## src/rtl/fp_add_sequencer_pkg.sv

```systemverilog
// Shared definitions for the 16-bit floating-point add/subtract sequencer.
// Format: {sign, exponent[EXP_W-1:0] unsigned, mantissa[MAN_W-1:0] with explicit leading one}.
package fp_add_sequencer_pkg;

  localparam int FP_EXP_W = 7;
  localparam int FP_MAN_W = 8;

  typedef enum logic [2:0] {
    IDLE,
    ALIGN,
    ADD,
    NORM,
    DONE
  } state_t;

endpackage

```

## src/rtl/fp_add_sequencer_adder.sv

```systemverilog
// Shared 8-bit mantissa adder/subtractor; subtraction assumes Pm >= Qm.
module MantissaAdder (
  input  logic [7:0] Pm,
  input  logic [7:0] Qm,
  input  logic       MAS,
  output logic [8:0] Sm
);

  assign Sm = MAS ? ({1'b0, Pm} + {1'b0, Qm}) : {1'b0, Pm - Qm};

endmodule

```

## src/rtl/fp_add_sequencer.sv

```systemverilog
// Multi-cycle FP add/subtract controller: capture/swap, align, add, normalize, present result.
module fp_add_sequencer
  import fp_add_sequencer_pkg::*;
#(
  parameter int EXP_W = FP_EXP_W,
  parameter int MAN_W = FP_MAN_W
) (
  input  logic                   clk,
  input  logic                   reset,
  input  logic                   in_valid,
  output logic                   in_ready,
  input  logic [EXP_W+MAN_W:0]   a,
  input  logic [EXP_W+MAN_W:0]   b,
  input  logic                   op_sub,
  output logic                   out_valid,
  input  logic                   out_ready,
  output logic [EXP_W+MAN_W:0]   result,
  output logic                   ovf,
  output logic                   unf,
  output logic                   busy
);

  localparam int FW    = EXP_W + MAN_W;
  localparam int CNT_W = $clog2(MAN_W);

  state_t state, state_nx;

  logic               sb, swap, a_zero, b_zero, far;
  logic [EXP_W-1:0]   el_c, es_c, d_c;
  logic [MAN_W-1:0]   ml_c, ms_c;

  logic               sign_r, eff_sub_r, mas;
  logic [EXP_W-1:0]   el_r;
  logic [MAN_W-1:0]   ml_r, ms_r;
  logic [CNT_W-1:0]   cnt_r;
  logic [MAN_W:0]     sm_r, sum;

  // Swap on full {E,M} magnitude so the adder always sees Pm >= Qm.
  assign sb     = b[FW] ^ op_sub;
  assign swap   = b[FW-1:0] > a[FW-1:0];
  assign el_c   = swap ? b[FW-1:MAN_W] : a[FW-1:MAN_W];
  assign es_c   = swap ? a[FW-1:MAN_W] : b[FW-1:MAN_W];
  assign ml_c   = swap ? b[MAN_W-1:0]  : a[MAN_W-1:0];
  assign ms_c   = swap ? a[MAN_W-1:0]  : b[MAN_W-1:0];
  assign d_c    = el_c - es_c;
  assign far    = d_c >= EXP_W'(MAN_W);
  assign a_zero = a[MAN_W-1:0] == '0;
  assign b_zero = b[MAN_W-1:0] == '0;
  assign mas    = ~eff_sub_r;

  MantissaAdder u_adder (
    .Pm  (ml_r),
    .Qm  (ms_r),
    .MAS (mas),
    .Sm  (sum)
  );

  always_comb begin
    state_nx  = state;
    in_ready  = 1'b0;
    busy      = 1'b1;
    out_valid = 1'b0;
    case (state)
      IDLE: begin
        in_ready = 1'b1;
        busy     = 1'b0;
        if (in_valid) begin
          if (a_zero || b_zero)        state_nx = DONE;
          else if (far || d_c == '0)   state_nx = ADD;
          else                         state_nx = ALIGN;
        end
      end
      ALIGN: if (cnt_r == CNT_W'(1)) state_nx = ADD;
      ADD: begin
        if (sum == '0 || (!sum[MAN_W] && sum[MAN_W-1])) state_nx = DONE;
        else                                             state_nx = NORM;
      end
      NORM: begin
        if (sm_r[MAN_W] || el_r == '0 || sm_r[MAN_W-2]) state_nx = DONE;
      end
      DONE: begin
        out_valid = 1'b1;
        if (out_ready) state_nx = IDLE;
      end
      default: state_nx = IDLE;
    endcase
  end

  always_ff @(posedge clk) begin
    if (reset) begin
      state     <= IDLE;
      result    <= '0;
      ovf       <= 1'b0;
      unf       <= 1'b0;
      sign_r    <= 1'b0;
      eff_sub_r <= 1'b0;
      el_r      <= '0;
      ml_r      <= '0;
      ms_r      <= '0;
      cnt_r     <= '0;
      sm_r      <= '0;
    end else begin
      state <= state_nx;
      case (state)
        IDLE: begin
          if (in_valid) begin
            sign_r    <= swap ? sb : a[FW];
            eff_sub_r <= a[FW] ^ sb;
            el_r      <= el_c;
            ml_r      <= ml_c;
            ms_r      <= far ? '0 : ms_c;
            cnt_r     <= d_c[CNT_W-1:0];
            if (a_zero)      result <= {sb, b[FW-1:0]};
            else if (b_zero) result <= a;
          end
        end
        ALIGN: begin
          ms_r  <= ms_r >> 1;
          cnt_r <= cnt_r - 1'b1;
        end
        ADD: begin
          sm_r <= sum;
          if (sum == '0)                            result <= '0;
          else if (!sum[MAN_W] && sum[MAN_W-1])     result <= {sign_r, el_r, sum[MAN_W-1:0]};
        end
        NORM: begin
          if (sm_r[MAN_W]) begin
            if (el_r == '1) begin
              result <= {sign_r, {EXP_W{1'b1}}, {MAN_W{1'b1}}};
              ovf    <= 1'b1;
            end else begin
              result <= {sign_r, el_r + 1'b1, sm_r[MAN_W:1]};
            end
          end else if (el_r == '0) begin
            result <= '0;
            unf    <= 1'b1;
          end else begin
            // Result is written in the same cycle as the final shift so DONE follows directly.
            sm_r <= sm_r << 1;
            el_r <= el_r - 1'b1;
            if (sm_r[MAN_W-2]) result <= {sign_r, el_r - 1'b1, sm_r[MAN_W-2:0], 1'b0};
          end
        end
        DONE: begin
          if (out_ready) begin
            ovf <= 1'b0;
            unf <= 1'b0;
          end
        end
        default: ;
      endcase
    end
  end

endmodule
```

## config.mk

```make
export PLATFORM = sky130hd
export DESIGN_NAME = fp_add_sequencer
export DESIGN_NICKNAME = d
export VERILOG_FILES = /design/src/rtl/fp_add_sequencer_pkg.sv /design/src/rtl/fp_add_sequencer_adder.sv /design/src/rtl/fp_add_sequencer.sv
export SDC_FILE = /design/constraint.sdc
export NUM_CORES = 1
export LEC_CHECK = 0
export CAP_MARGIN = 20
export CELL_PAD_IN_SITES_DETAIL_PLACEMENT = 1
export CELL_PAD_IN_SITES_GLOBAL_PLACEMENT = 1
export CORE_ASPECT_RATIO = 1.4
export CORE_MARGIN = 8
export CORE_UTILIZATION = 38
export CTS_BUF_LIST = sky130_fd_sc_hd__clkbuf_8
export CTS_CLUSTER_DIAMETER = 150
export DETAILED_ROUTE_END_ITERATION = 6
export MAX_ROUTING_LAYER = met4
export PLACE_DENSITY_LB_ADDON = 0.08
export RECOVER_POWER = 25
export SYNTH_ARGS = -nofsm -noshare
export SYNTH_HDL_FRONTEND = slang
export SYNTH_SLANG_ARGS = --single-unit
```

## constraint.sdc

```tcl
create_clock -name clk -period 4.25 [get_ports clk]
set_clock_uncertainty 0.05 [all_clocks]
set_input_delay 0.425 -clock clk [delete_from_list [all_inputs] [get_ports clk]]
set_output_delay 0.425 -clock clk [all_outputs]
set_load 0.005 [all_outputs]
```

==> impl_results.md <==
- EDFF count, synth: 0
- Clk_lat worst skew: 350 ps
- Min-delay src: result[3]
- Max IR drop VDD: 0.299 mV
- Final period util: 0.974
- Dpl hpwl: ~16000 um
- CP delay by family, top: compound AO/OA/AOI/OAI gates
- Critical Path Start Type: input port
- Syn Nets: between 700 and 800
- Crit-path cells: dlygate4sd2_1 > ha_4 > nand4_1 > a21oi_2 > o21ai_2 > a21o_2 > o31a_1 > ha_2 > a21oi_2 > o41ai_2 > a32o_1 > a211o_1 > a31o_1 > a311o_2 > or4_4 > a31oi_1
- Worst EP required: between 4000 and 5000 ps
- RSZ-0062 raised after global routing: no
- Async S/R FF share, synth: 0
- Status: finished clean
- Synth Cell Area: ~0.0048 mm2
- Distinct cells, synth: a little over 60
- H-tree Lvls: 3
- Port bufs: 57
- Die Y-Extent: 149 um
- Depth of the worst register-to-register path: 14
- Ports: between 50 and 60
- Avg Vias per Cell: 5.93
- Antenna violations before repair: 0
- CP endpoint kind: register
- Min Tclk post-route: between 4000 and 5000 ps
- FF-to-FF Start: ms_r[0]
- Max_cap viols: 0
- Hold Path Cell Cnt: 2
- Pre-CTS setup slack: -706 ps
- N_diodes: 0
- TritonCTS clock tree: yes
- Core Area: approximately 0.012 mm2
- Register clock-pin slew on the reported worst setup and hold paths: 80 ps
- Root buf cell: clkbuf_8
- Die W: around 110 um
- Rows: 48
- WHS Endpoint: result[3]
- Die area: around 0.017 mm2
- Overall power: around 3.3 mW
- P per Cell Area: slightly above 500 mW/mm2
- Register area share after synthesis: 0.241
- Warnings, synthesis: 0
- Max-slew headroom: 0.303
- Max-slew violations: 0
- # nets final: between 800 and 900
- CTS buffer count: 9
- Slew @ Worst Pin: ~1000 ps
- CP Buf/Inv Count: 1
- CP Max Fanout: 5
- Initial DRC Count: approximately 250
- Number of remaining DRC errors: 0
- Leakage power: between 2 and 3 nW
- Worst hold path class: reg2reg
- Total global-route track usage: 0.247
- Final WL: about 20000 um
- Worst Path Arrival: about 4400 ps
- Critical Path Max Stage Delay: ~530 ps
- Avg WL per Cell: between 20 and 25 um
- Fmax: around 0.24 GHz
- Hold slack final: around 410 ps
- First-pass GRT wire length: 32000 um
- Syn Inst Count: approximately 660
- Initial Utilization: 0.390
- Vias in the first global route: ~6000
- ANT nets after route: 0
- Largest net degree at the start of global routing: 53
- Via Count: around 5500
- DR pass1 iterations: 4
- Final setup fails: 0
- Congestion Overflow GR: 0
- Longest Clk Path Bufs: 2
- Main synth FF type: dfxtp_1
- R2R Setup Slk: ~280 ps
- P&R area growth vs syn: 33.5%
- Final WS setup: between 100 and 150 ps
- Mean Syn Cell Area: about 7.3 um2
- R2R Path End: result[12]
- Final Core Density: 0.521
- Flops & latches, synth: 58
- GP Congestion: between 0.9 and 1
- CP max-delay cell: or4_4
- Crit-path most repeated cell: a21oi_2
- Proportion of layout cells with a drive suffix above 1: 0.185
- Critical path type: in2reg
- Crit path from: b[6]
- Final hold violations: 0
- Clock Sinks: a little under 60
## area by class of cell
type | count | area [um2]
tap | 150 | 188
fill | 1572 | 5930
clock inverter | 6 | 33.8
sequential | 58 | 1160
multi-input combinational | 521 | 3580
inverter | 50 | 188
timing repair buffer | 134 | 1150
clock buffer | 10 | 138
## registers in the layout, indices dropped and copies added, names as in the netlist
signal / count
result: 16
sm_r: 9
ml_r: 8
ms_r: 8
el_r: 7
cnt_r: 3
state: 3
eff_sub_r: 1
ovf: 1
sign_r: 1
unf: 1
## tightest hold or removal path, stage by stage (launching register included)
cell	delay [ps]
dfxtp_1	310
nand2_1	50
a21oi_1	50
## worst max-delay path by stage
stage,end,cells past startpoint
finish,ms_r[4],16
global route,ms_r[4],16
CTS,ms_r[4],17
detailed placement,ms_r[4],17
global placement,ms_r[0],17
floorplan,ms_r[7],18
## logic make-up after synthesis
family | after synthesis | synth area share
compound gates | 205 | 0.274
flops | 58 | 0.241
simple gates | 239 | 0.242
mux | 21 | 0.0444
buf+inv | 85 | 0.0664
xor+xnor | 17 | 0.0309
fa+ha+maj | 38 | 0.102
## Yosys cell counts (3+ instances only)
| library cell | n | area share |
|---|---|---|
| a211o_1 | 7 | 0.013 |
| a211oi_1 | 19 | 0.030 |
| a21o_1 | 4 | 0.0062 |
| a21oi_1 | 65 | 0.067 |
| a221oi_1 | 13 | 0.024 |
| a311o_1 | 3 | 0.0062 |
| a31oi_1 | 11 | 0.014 |
| and2_1 | 3 | 0.0039 |
| and3_1 | 6 | 0.0078 |
| clkbuf_1 | 32 | 0.025 |
| dfxtp_1 | 58 | 0.24 |
| ha_1 | 36 | 0.093 |
| inv_1 | 50 | 0.039 |
| mux2_2 | 3 | 0.0070 |
| mux2i_1 | 18 | 0.037 |
| nand2_1 | 55 | 0.043 |
| nand2b_1 | 8 | 0.010 |
| nand3_1 | 14 | 0.015 |
| nand3b_1 | 3 | 0.0047 |
| nand4_1 | 5 | 0.0065 |
| nor2_1 | 82 | 0.064 |
| nor2b_1 | 4 | 0.0052 |
| nor3_1 | 24 | 0.025 |
| nor3b_1 | 3 | 0.0047 |
| nor4_1 | 8 | 0.010 |
| o211ai_1 | 4 | 0.0062 |
| o21ai_0 | 38 | 0.039 |
| o21bai_1 | 4 | 0.0062 |
| o22ai_1 | 10 | 0.013 |
| o31a_1 | 4 | 0.0073 |
| or3_1 | 5 | 0.0065 |
| or4_1 | 11 | 0.017 |
| xnor2_1 | 14 | 0.025 |
| xor2_1 | 3 | 0.0054 |
## layout by cell type, fill, tap and decap left out, types with 4 or more instances in the layout
| master | synthesis | routed |
|---|---|---|
| o31a_1 | 4 | 4 |
| mux2i_1 | 18 | 18 |
| dlymetal6s2s_1 | 0 | 8 |
| ha_1 | 36 | 22 |
| or3_1 | 5 | 5 |
| nor4_1 | 8 | 8 |
| a21oi_1 | 65 | 62 |
| nand4_1 | 5 | 5 |
| o22ai_1 | 10 | 10 |
| o211ai_1 | 4 | 4 |
| nand2_1 | 55 | 55 |
| dlygate4sd2_1 | 0 | 20 |
| or4_1 | 11 | 10 |
| a221oi_1 | 13 | 13 |
| dfxtp_1 | 58 | 58 |
| dlygate4sd3_1 | 0 | 18 |
| buf_4 | 0 | 76 |
| nand3_1 | 14 | 14 |
| inv_2 | 0 | 13 |
| ha_4 | 0 | 13 |
| and3_1 | 6 | 6 |
| nor2b_1 | 4 | 4 |
| clkbuf_8 | 0 | 10 |
| a21o_1 | 4 | 4 |
| xnor2_1 | 14 | 14 |
| nor2_1 | 82 | 80 |
| clkdlybuf4s50_1 | 0 | 8 |
| a31oi_1 | 11 | 11 |
| inv_1 | 50 | 38 |
| nand2b_1 | 8 | 8 |
| a211o_1 | 7 | 7 |
| o21bai_1 | 4 | 4 |
| a211oi_1 | 19 | 19 |
| o21ai_0 | 38 | 37 |
| nor3_1 | 24 | 23 |
## where the power goes
group | internal (mW) | switching [mW] | leakage, nW
Combinational | 0.810 | 1.12 | 2.16
Clock | 0.222 | 0.237 | 0.0892
Sequential | 0.721 | 0.171 | 0.475
Total | 1.75 | 1.53 | 2.73
## metrics by stage
step           setup TNS, ps  instance area (um2)  instances
2_1_floorplan              0                 4860        663
3_3_place_gp           -4930                 6050        910
3_5_place_dp           -6500                 6050        910
4_1_cts                    0                 6410        929
5_1_grt                    0                 6440        929
6_report                   0                 6440        929
## timing repair
item | 4_1_cts | 5_1_grt
pin swaps | 20 | 13
resized for setup | 56 | 13
setup buffers | 2 | 0
gates cloned | 1 | 0
hold buffers | 0 | 0
setup endpoints to repair | 10 | 12
## layer usage
metal	vias to the layer above	share of wire	track usage
li1	2629	-	-
met1	2702	0.39	0.257
met2	134	0.53	0.447
met3	42	0.031	0.0314
met4	0	0.051	0.124
met5	-	0	-
Power figures use the tool's default switching activity.
